[config.mk]
export PLATFORM = sky130hd
export DESIGN_NAME = telemetry_framer
export DESIGN_NICKNAME = d
export VERILOG_FILES = /design/src/rtl/telemetry_framer.sv
export SDC_FILE = /design/constraint.sdc
export NUM_CORES = 1
export LEC_CHECK = 0
export BUFFER_PORTS_ARGS = -buffer_cell sky130_fd_sc_hd__buf_2
export CORE_MARGIN = 1
export CORE_UTILIZATION = 25
export CTS_CLUSTER_SIZE = 30
export DETAILED_ROUTE_END_ITERATION = 12
export SLEW_MARGIN = 5
export SYNTH_ARGS = -nofsm -noshare
export SYNTH_HDL_FRONTEND = slang
export SYNTH_SLANG_ARGS = --single-unit
[constraint.sdc]
create_clock -name clk -period 8.2 [get_ports clk]
set_input_delay 1.64 -clock clk [delete_from_list [all_inputs] [get_ports clk]]
set_output_delay 1.64 -clock clk [all_outputs]
set_load 0.02 [all_outputs]
[src/rtl/telemetry_framer.sv]
// Periodic/triggered telemetry packetiser: snapshots NUM_CH samples and sends
// HEADER, seq, payload bytes (big-endian per channel) and a mod-256 checksum.
module telemetry_framer #(
    parameter int          NUM_CH     = 2,
    parameter int          DATA_W     = 8,
    parameter int          PERIOD_CYC = 10000000,
    parameter logic [7:0]  HEADER     = 8'hA5
) (
    input  logic                     clk,
    input  logic                     rstn,
    input  logic                     enable,
    input  logic                     trig,
    input  logic [NUM_CH*DATA_W-1:0] ch_data,
    input  logic                     tx_done,
    output logic [7:0]               tx_data,
    output logic                     tx_en,
    output logic                     busy,
    output logic                     frame_done,
    output logic [7:0]               seq,
    output logic [7:0]               ovr_cnt
);

    localparam int BPC  = DATA_W / 8;
    localparam int NPAY = NUM_CH * BPC;
    localparam int FLEN = NPAY + 3;
    localparam int CW   = (PERIOD_CYC > 1) ? $clog2(PERIOD_CYC) : 1;
    localparam int IW   = $clog2(FLEN);

    // Handshake: a byte is offered while tx_en=1 and tx_data is held stable;
    // it is consumed in the cycle tx_done=1, after which tx_en drops for one
    // GAP cycle before the next byte is offered. tx_done with tx_en=0 is ignored.
    typedef enum logic [1:0] {S_IDLE, S_SEND, S_WAIT, S_GAP} state_t;

    state_t                    state_q, state_d;
    logic [CW-1:0]             cnt_q, cnt_d;
    logic [IW-1:0]             idx_q, idx_d;
    logic [NUM_CH*DATA_W-1:0]  snap_q, snap_d;
    logic [7:0]                seq_q, seq_d;
    logic [7:0]                ovr_q, ovr_d;
    logic                      fd_q, fd_d;
    logic                      tick, start;
    logic [7:0]                pay [NPAY];
    logic [7:0]                csum;
    logic [7:0]                byte_sel;

    assign tick  = enable && (cnt_q == CW'(PERIOD_CYC - 1));
    assign start = tick || trig;

    always_comb begin
        cnt_d = cnt_q + CW'(1);
        if (!enable || tick) cnt_d = '0;
    end

    // Payload byte k: channel k/BPC, most significant byte of each channel first.
    always_comb begin
        for (int c = 0; c < NUM_CH; c++) begin
            for (int b = 0; b < BPC; b++) begin
                pay[c*BPC + b] = snap_q[c*DATA_W + (BPC-1-b)*8 +: 8];
            end
        end
    end

    always_comb begin
        csum = seq_q;
        for (int k = 0; k < NPAY; k++) begin
            csum = csum + snap_q[k*8 +: 8];
        end
    end

    always_comb begin
        byte_sel = HEADER;
        if (idx_q == IW'(1)) byte_sel = seq_q;
        else if (idx_q == IW'(FLEN - 1)) byte_sel = csum;
        else begin
            for (int k = 0; k < NPAY; k++) begin
                if (idx_q == IW'(k + 2)) byte_sel = pay[k];
            end
        end
    end

    always_comb begin
        state_d = state_q;
        idx_d   = idx_q;
        snap_d  = snap_q;
        seq_d   = seq_q;
        ovr_d   = ovr_q;
        fd_d    = 1'b0;
        case (state_q)
            S_IDLE: begin
                if (start) begin
                    snap_d  = ch_data;
                    idx_d   = '0;
                    state_d = S_SEND;
                end
            end
            S_SEND, S_WAIT: begin
                state_d = S_WAIT;
                if (tx_done) begin
                    if (idx_q == IW'(FLEN - 1)) begin
                        state_d = S_IDLE;
                        fd_d    = 1'b1;
                        seq_d   = seq_q + 8'd1;
                    end else begin
                        state_d = S_GAP;
                        idx_d   = idx_q + IW'(1);
                    end
                end
            end
            S_GAP:   state_d = S_SEND;
            default: state_d = S_IDLE;
        endcase
        // Requests arriving while a frame is in flight are dropped and counted.
        if (start && (state_q != S_IDLE) && (ovr_q != 8'hFF)) ovr_d = ovr_q + 8'd1;
    end

    always_ff @(posedge clk or negedge rstn) begin
        if (!rstn) begin
            state_q <= S_IDLE;
            cnt_q   <= '0;
            idx_q   <= '0;
            snap_q  <= '0;
            seq_q   <= '0;
            ovr_q   <= '0;
            fd_q    <= 1'b0;
        end else begin
            state_q <= state_d;
            cnt_q   <= cnt_d;
            idx_q   <= idx_d;
            snap_q  <= snap_d;
            seq_q   <= seq_d;
            ovr_q   <= ovr_d;
            fd_q    <= fd_d;
        end
    end

    assign tx_en      = (state_q == S_SEND) || (state_q == S_WAIT);
    assign busy       = (state_q != S_IDLE);
    assign tx_data    = tx_en ? byte_sel : 8'h00;
    assign frame_done = fd_q;
    assign seq        = seq_q;
    assign ovr_cnt    = ovr_q;

endmodule

# Word-level counts from Yosys, hierarchy flattened

Index checks and enable logic that the tools add are counted.

Register bits after elaboration: 62
Input port bits: 21
Output and inout port bits: 27
Logic and storage cells: 56

Add/subtract/negate cells: 6
Equal/unequal tests: 12
Muxes and demuxes: 17
Reduce and logical (&&, ||, !) cells: 14

Operators with widths:

| cell                                                            | count |
|---|---|
| 8-bit 2-to-1 mux                                                | 5 |
| 24-bit by 1-bit adder with 24-bit output, second input constant | 1 |
| 24-bit == test, second input constant                           | 1 |
| 24-bit 2-to-1 mux                                               | 1 |
| 8-bit by 1-bit adder with 8-bit output, second input constant   | 2 |
| 8-bit adder                                                     | 2 |
| 3-bit 2-to-1 mux                                                | 3 |
| 8-bit inequality test, second input constant                    | 1 |
| 3-bit by 2-bit == test with 1-bit output, second input constant | 2 |
| 2-bit 2-to-1 mux                                                | 3 |
| 2-bit inequality test, second input constant                    | 3 |
| 2-bit one-hot mux with 3 select lines                           | 1 |
| 3-bit one-hot mux with 2 select lines                           | 1 |
| 2-bit == test, second input constant                            | 2 |
| 4-bit AND reduction                                             | 1 |
| 2-bit nonzero test                                              | 2 |
| 3-bit by 1-bit adder with 3-bit output, second input constant   | 1 |
| 3-bit by 1-bit == test with 1-bit output, second input constant | 1 |
| 3-bit == test, second input constant                            | 1 |
| 1-bit logical AND                                               | 3 |
| 1-bit logical OR                                                | 3 |
| 1-bit 2-to-1 mux                                                | 3 |
| 3-bit AND reduction                                             | 1 |
| 2-bit by 1-bit == test with 1-bit output, second input constant | 1 |
| other kinds (4)                                                 | 4 |

# Logic depth before layout (Yosys ltp)

Gate-level depths: netlist of run 1.

Word-level depth: 6
Depth in mapped cells: 9
Depth with buffers taken out: 9

# Worst setup path before layout of run 1

No wires, ideal clock.

Path type: register -> output
From: register seq_q[2] (netlist: seq[2])
To: output tx_data[6]
Data arrival time: 2718 ps
Data required time: 6560 ps
Path slack: 3842 ps
Stages on the path, launching flop included: 8
Path buffers: 0
Path through: dfrtp_1 -> fa_1 -> ha_1 -> a21o_1 -> a21oi_1 -> nand4b_1 -> a21oi_1 -> o41ai_1

Cells in the longest elaborated chain, start to end: 5

Ends and longest elaborated chain:

| element                   | RTL line | RTL |
|---|---|---|
| from (decl)               | 38       | `logic [7:0] seq_q, seq_d;` |
| from (signal assigned)    | 130      | `seq_q <= seq_d;` |
| 8-bit adder (2 in series) | 66       | `csum = csum + snap_q[k*8 +: 8];` |
| 8-bit 2-to-1 mux          | 73       | `else if (idx_q == IW'(FLEN - 1)) byte_sel = csum;` |
| 8-bit 2-to-1 mux          | 72       | `if (idx_q == IW'(1)) byte_sel = seq_q;` |
| 8-bit 2-to-1 mux          | 138      | `assign tx_data = tx_en ? byte_sel : 8'h00;` |
| to (decl)                 | 15       | `output logic [7:0] tx_data,` |

Every way passes these cells.

# Worst setup path in the final report of run 1

From: register seq_q[1] (netlist: seq[1])
To: output tx_data[7]

Same word-level chain as after synthesis.

==> metrics.md, run 1 <==
| Metric | Value |
|---|---|
| Outcome | `complete, no violations` |
| Final hold violations | `0` |
| Timing-limited maximum frequency | `0.2118 GHz` |
| Post-DRT Antenna Nets | `0` |
| Share of cells above drive strength 1 | `23.04%` |
| Leading cell types by total area after synthesis | `dfrtp_1, xor2_1, ha_1` |
| Post-Synthesis Cell Area | `0.003742 mm²` |
| Number of vias per cell | `4.777` |
| PortBufs | `47` |
| Setup Crit Path Kind | `reg2out` |
| Clk root buf | `clkbuf_16` |
| Biggest area consumer among synthesized cells | `dfrtp_1` |
| Clock-pin slew of the registers on the worst-case setup and hold paths | `0.05 ns` |
| Final critical-path share of the clock period | `57.58%` |
| Commonest cells in the synthesized netlist | `dfrtp_1, nor2_1, nand2_1` |
| Max Buffers Root-to-Sink | `2` |
| TritonCTS sink count | `62` |
| Min Clock Period, post-route | `4.722 ns` |
| Post-synth EDFFs | `0` |
| Portion of synthesized cell area occupied by the leading cell type | `41.46%` |
| Via count of the first global-routing pass | `2902` |
| Post-synthesis register bit count | `62` |
| Worst path required time | `6.56 ns` |
| Post-Syn Nets | `401` |
| Synth unique cells | `59` |
| Share of flip-flops with an asynchronous set or reset | `100.0%` |
| Maximum net fanout on the critical path | `8` |
| Post-CTS Setup Bufs | `0` |
| Gate Count Post-Synth | `357` |
| Number of fillers in the final layout | `1493` |
| CTS tree | `yes` |
| Skew final | `0.005469 ns` |
| Worst slew slack as a fraction of its limit | `39.86%` |
| Aggregate global-route resource usage | `11.98%` |
| Estimated wirelength of the detail-placed design | `6.215 mm` |
| Clock network latency to the later pin of the worst-skew pair | `0.33 ns` |
| Number of failing setup endpoints in the final timing report | `0` |
| Post-route design area | `0.004422 mm²` |
| Slew of the pin with the lowest slew margin | `0.8939 ns` |
| Max-cap viol count | `0` |
| Boundary Pins | `48` |
| TritonRoute pass-1 iters | `5` |
| Min setup slack post-route | `3.478 ns` |
| Dominant cell by count in the synthesized netlist | `dfrtp_1` |
| Routability-driven placement congestion ratio | `0.8728` |
| Startpoint type of the worst setup path | `flop` |
| Signal arrival time at the worst endpoint | `3.08 ns` |
| Synthesized area per cell | `10.48 µm²` |
| TNS Setup | `0 ns` |
| Starting density of the core | `25.65%` |
| Cell leakage power | `1.997 nW` |
| Proportion of synthesized chip area in sequential cells | `41.46%` |
| Pin count of the biggest net entering global routing | `63` |
| Number of nets in the layout | `448` |
| Crit. End Element | `output port` |
| Antenna violations before repair | `0` |
| Total wire length after detailed routing | `8.591 mm` |
| Std-Cell Core Area | `0.01459 mm²` |
| Classification of the worst-slack hold path | `reg2reg` |
| DIE HEIGHT | `124.4 µm` |
| Aggregate global routing overflow | `0` |
| Most used DFF post-synth | `dfrtp_1` |
| Post-synthesis to final-layout area growth | `18.15%` |
| Antenna diode count | `0` |
| Pre-CTS setup slack | `3.801 ns` |
| Max H-tree Level | `3` |
| Avg WL per Cell | `14.51 µm` |
| Post-detailed-placement cell area | `0.004146 mm²` |
| Number of buffers added to fix hold violations after cts | `0` |
| Pins Over Slew Limit | `0` |
| Number of buffers inserted during clock tree synthesis | `9` |
| Global-route wire length before repair | `14.61 mm` |
| Worst supply voltage drop on vdd | `180.7 µV` |
| Power per Cell Area | `378.0 mW/mm²` |
| Setup repair after global routing missed its margin | `no` |
| Via count | `2828` |
| Starting DRC count in detailed routing | `92` |
| Number of gates resized after CTS | `0` |
| Die area | `0.01546 mm²` |
| Warning count from the yosys run | `0` |
| Die boundary width | `124.4 µm` |
| DRC violation count after routing | `0` |
| Number of placement rows | `44` |
==> cell usage in the layout (no fill, tap or decap), drive strengths merged, types with 10 or more instances in the layout <==
master	synthesis	routed
xnor2	16	16
buf	2	48
xor2	23	23
ha	15	15
clkbuf	10	11
nand2	31	31
nor3	10	10
dfrtp	62	62
nor2	36	36
nand3	21	21
mux2	18	18
inv	12	12
==> critical path, stage by stage (launching register included) <==
cell	delay (ns)
dfrtp_1	0.47
fa_1	0.51
ha_1	0.22
inv_1	0.07
fa_1	0.18
nor2b_1	0.07
o31a_1	0.26
o21a_1	0.19
or4_1	0.49
nand3_1	0.11
buf_2	0.17
==> cells by family (layout without fill, tap and decap cells) <==
kind of cell	after synthesis	in the layout	share of synthesized area, %
AOI/OAI and AO/OA	45	45	9.061
muxes	20	20	6.954
buffers and inverters	24	75	3.042
and+or+nand+nor	144	144	21.06
DFF	62	62	41.46
adders and majority gates	23	23	9.294
xor gates and xnor gates	39	39	9.127
==> cell type report <==
| class | count | area [µm²] | area share (%) |
|---|---|---|---|
| clock inverter | 4 | 22.52 | 0.5093 |
| sequential | 62 | 1551 | 35.09 |
| multi-input combinational | 271 | 2077 | 46.97 |
| inverter | 12 | 45.04 | 1.019 |
| timing repair buffer | 48 | 242.7 | 5.490 |
| tap | 184 | 230.2 | 5.207 |
| clock buffer | 11 | 252.7 | 5.716 |
==> registers in the layout, summed over array words and instances, names as in the netlist <==
register and flops:
state_q 2, snap_q 16, seq 8, idx_q 3
cnt_q 24, frame_done 1, ovr_cnt 8
==> per-layer routing <==
layer	vias up	GRT usage (%)	part of all wire (%)
li1	1361	-	-
met3	12	3.651	3.8
met2	58	19.01	48
met1	1397	14.98	47
met4	0	5.174	1.8
met5	-	0	0
==> stage by stage <==
step           instances  utilization, %  power [mW]  hold slack [ns]
2_1_floorplan        357               -       1.096           0.4761
3_3_place_gp         577           28.42       1.303           0.4798
3_5_place_dp         577           28.42       1.319           0.4861
4_1_cts              592           30.31       1.685           0.4999
5_1_grt              592           30.31       1.809           0.5130
6_report             592           30.31       1.671           0.5034
==> worst paths after layout <==
path | slack (ns) | end | from | cells past startpoint
setup / recovery | 3.48 | tx_data[7] | seq[1] | 10
hold / removal | 0.50 | ovr_cnt[5] | ovr_cnt[5] | 1
setup reg to reg | 5.65 | seq[7] | state_q[0] | 7
hold reg to reg | 0.50 | ovr_cnt[5] | ovr_cnt[5] | 1
max in group asynchronous | 6.18 | ovr_cnt[0] | rstn | 2
min in group asynchronous | 1.48 | cnt_q[4] | rstn | 2
==> power by group <==
| group | switching [mW] | internal [mW] |
|---|---|---|
| sequential | 0.105 | 0.389 |
| clock | 0.133 | 0.217 |
| combinational | 0.472 | 0.355 |
(Power assumes the default switching activity.)
==> run 2: changes to the inputs <==
- clock period: 8.2 -> 4.3 ns (I/O delays scaled with it)
==> metrics.md, run 2 (synthesis results as in run 1) <==
| Metric | Value |
|---|---|
| Maximum net fanout on the critical path | `8` |
| Std-Cell Core Area | `0.01459 mm²` |
| Number of fillers in the final layout | `1493` |
| Worst supply voltage drop on vdd | `340.9 µV` |
| Most used cells in the layout excluding fill and tap cells | `dfrtp_1, buf_2, nor2_1` |
| Boundary Pins | `48` |
| Cell leakage power | `1.992 nW` |
| DRC violation count after routing | `0` |
| Max Buffers Root-to-Sink | `2` |
| Die area | `0.01546 mm²` |
| Via count | `2871` |
| Starting DRC count in detailed routing | `123` |
| Number of placement rows | `44` |
| Total wire length after detailed routing | `8.778 mm` |
| Routability-driven placement congestion ratio | `0.8819` |
| Biggest registers after layout | `cnt_q x24, snap_q x16` |
| Worst R2R Setup Slack | `1.76 ns` |
| Post-CTS Setup Bufs | `0` |
| Worst Hold Depth | `1` |
| Antenna diode count | `0` |
| Setup repair after global routing missed its margin | `no` |
| DIE HEIGHT | `124.4 µm` |
| Starting density of the core | `25.65%` |
| Signal arrival time at the worst endpoint | `3.09 ns` |
| Estimated wirelength of the detail-placed design | `6.403 mm` |
| TritonRoute pass-1 iters | `4` |
| Crit. End Element | `output port` |
| Classification of the worst-slack hold path | `reg2reg` |
| Post-DRT Antenna Nets | `0` |
| Clk root buf | `clkbuf_16` |
| Length in cells of the worst reg-to-reg path | `7` |
| Worst hold endpoint | `ovr_cnt[7]` |
| Number of vias per cell | `4.841` |
| CTS tree | `yes` |
| Post-synthesis to final-layout area growth | `17.99%` |
| Number of buffers inserted during clock tree synthesis | `9` |
| Worst path required time | `3.44 ns` |
| Origin of the critical flop-to-flop path | `state_q[0]` |
| Slew of the pin with the lowest slew margin | `0.8877 ns` |
| Pin count of the biggest net entering global routing | `37` |
| Aggregate global-route resource usage | `12.21%` |
| Outcome | `complete, no violations` |
| Max-cap viol count | `0` |
| Share of cells above drive strength 1 | `22.74%` |
| Final critical-path share of the clock period | `91.77%` |
| Number of flip-flops under the largest register name | `24` |
| TNS Setup | `0 ns` |
| Final Core Density | `30.27%` |
| Worst Hold Launch | `ovr_cnt[7]` |
| Power per Cell Area | `722.3 mW/mm²` |
| Startpoint type of the worst setup path | `flop` |
| Die boundary width | `124.4 µm` |
| Commonest non-fill, non-tap cell in the layout | `dfrtp_1` |
| Skew final | `0.005959 ns` |
| Number of gates resized after CTS | `0` |
| Register bank with the most flops | `cnt_q` |
| Worst slew slack as a fraction of its limit | `40.28%` |
| Final hold violations | `0` |
| Number of failing setup endpoints in the final timing report | `0` |
| Avg WL per Cell | `14.80 µm` |
| Aggregate global routing overflow | `0` |
| Number of nets in the layout | `448` |
| Clock network latency to the later pin of the worst-skew pair | `0.34 ns` |
| Endpoint of the worst register-to-register path | `seq[7]` |
| TritonCTS sink count | `62` |
| Clock-pin slew of the registers on the worst-case setup and hold paths | `0.05 ns` |
| Timing-limited maximum frequency | `0.2534 GHz` |
| Setup Crit Path Kind | `reg2out` |
| Pins Over Slew Limit | `0` |
| Max H-tree Level | `3` |
| Antenna violations before repair | `0` |
| PortBufs | `47` |
| Min Clock Period, post-route | `3.946 ns` |
| Global-route wire length before repair | `15.07 mm` |
| Via count of the first global-routing pass | `3003` |
| Number of buffers added to fix hold violations after cts | `0` |
## run 2: layout make-up
type / instances / area (µm²) / area share, %
Clock buffer: 12 / 246.5 / 5.582
Clock inverter: 4 / 22.52 / 0.5101
Inverter: 12 / 45.04 / 1.020
Multi-Input combinational cell: 271 / 2077 / 47.04
Sequential cell: 62 / 1551 / 35.14
Tap cell: 184 / 230.2 / 5.214
Timing Repair Buffer: 48 / 242.7 / 5.497
## run 2: layer usage
layer / up-vias / wire, µm / GRT usage [%]
met5: - / 0 / 0
met2: 67 / 4268 / 19.86
met3: 14 / 451 / 4.467
met4: 0 / 125 / 4.323
met1: 1433 / 3933 / 14.74
li1: 1357 / - / -
## run 2: worst max-delay path by stage
stage,cells past startpoint,endpoint,startpoint
after detailed placement,10,tx_data[7],seq[1]
after global placement,10,tx_data[7],seq[1]
after global routing,10,tx_data[5],seq[1]
after CTS,10,tx_data[7],seq[1]
after floorplan,7,tx_data[6],seq[2]
final,10,tx_data[7],seq[1]
## run 2: per-stage QoR
stage | hold WS [ns] | total power, mW | setup WS (ns) | instances | instance area (µm²)
finish | 0.4912 | 3.189 | 0.3540 | 593 | 4415
floorplan | 0.4761 | 2.091 | 0.7219 | 357 | 3742
CTS | 0.4923 | 3.218 | 0.3205 | 593 | 4415
detailed placement | 0.4784 | 2.534 | 0.6949 | 577 | 4146
global placement | 0.4777 | 2.488 | 0.7206 | 577 | 4146
global route | 0.5140 | 3.452 | 0.1743 | 593 | 4415
## run 2: critical path: stages, from the launching register on
cell,delay (ns)
dfrtp_1,0.47
fa_1,0.51
ha_1,0.23
inv_1,0.07
fa_1,0.17
nor2b_1,0.07
o31a_1,0.26
o21a_1,0.19
or4_1,0.50
nand3_1,0.11
buf_2,0.17
## run 2: power breakdown
group	switching, mW	internal [mW]
clock network	0.255	0.402
logic	0.910	0.681
registers	0.199	0.742
total	1.36	1.82
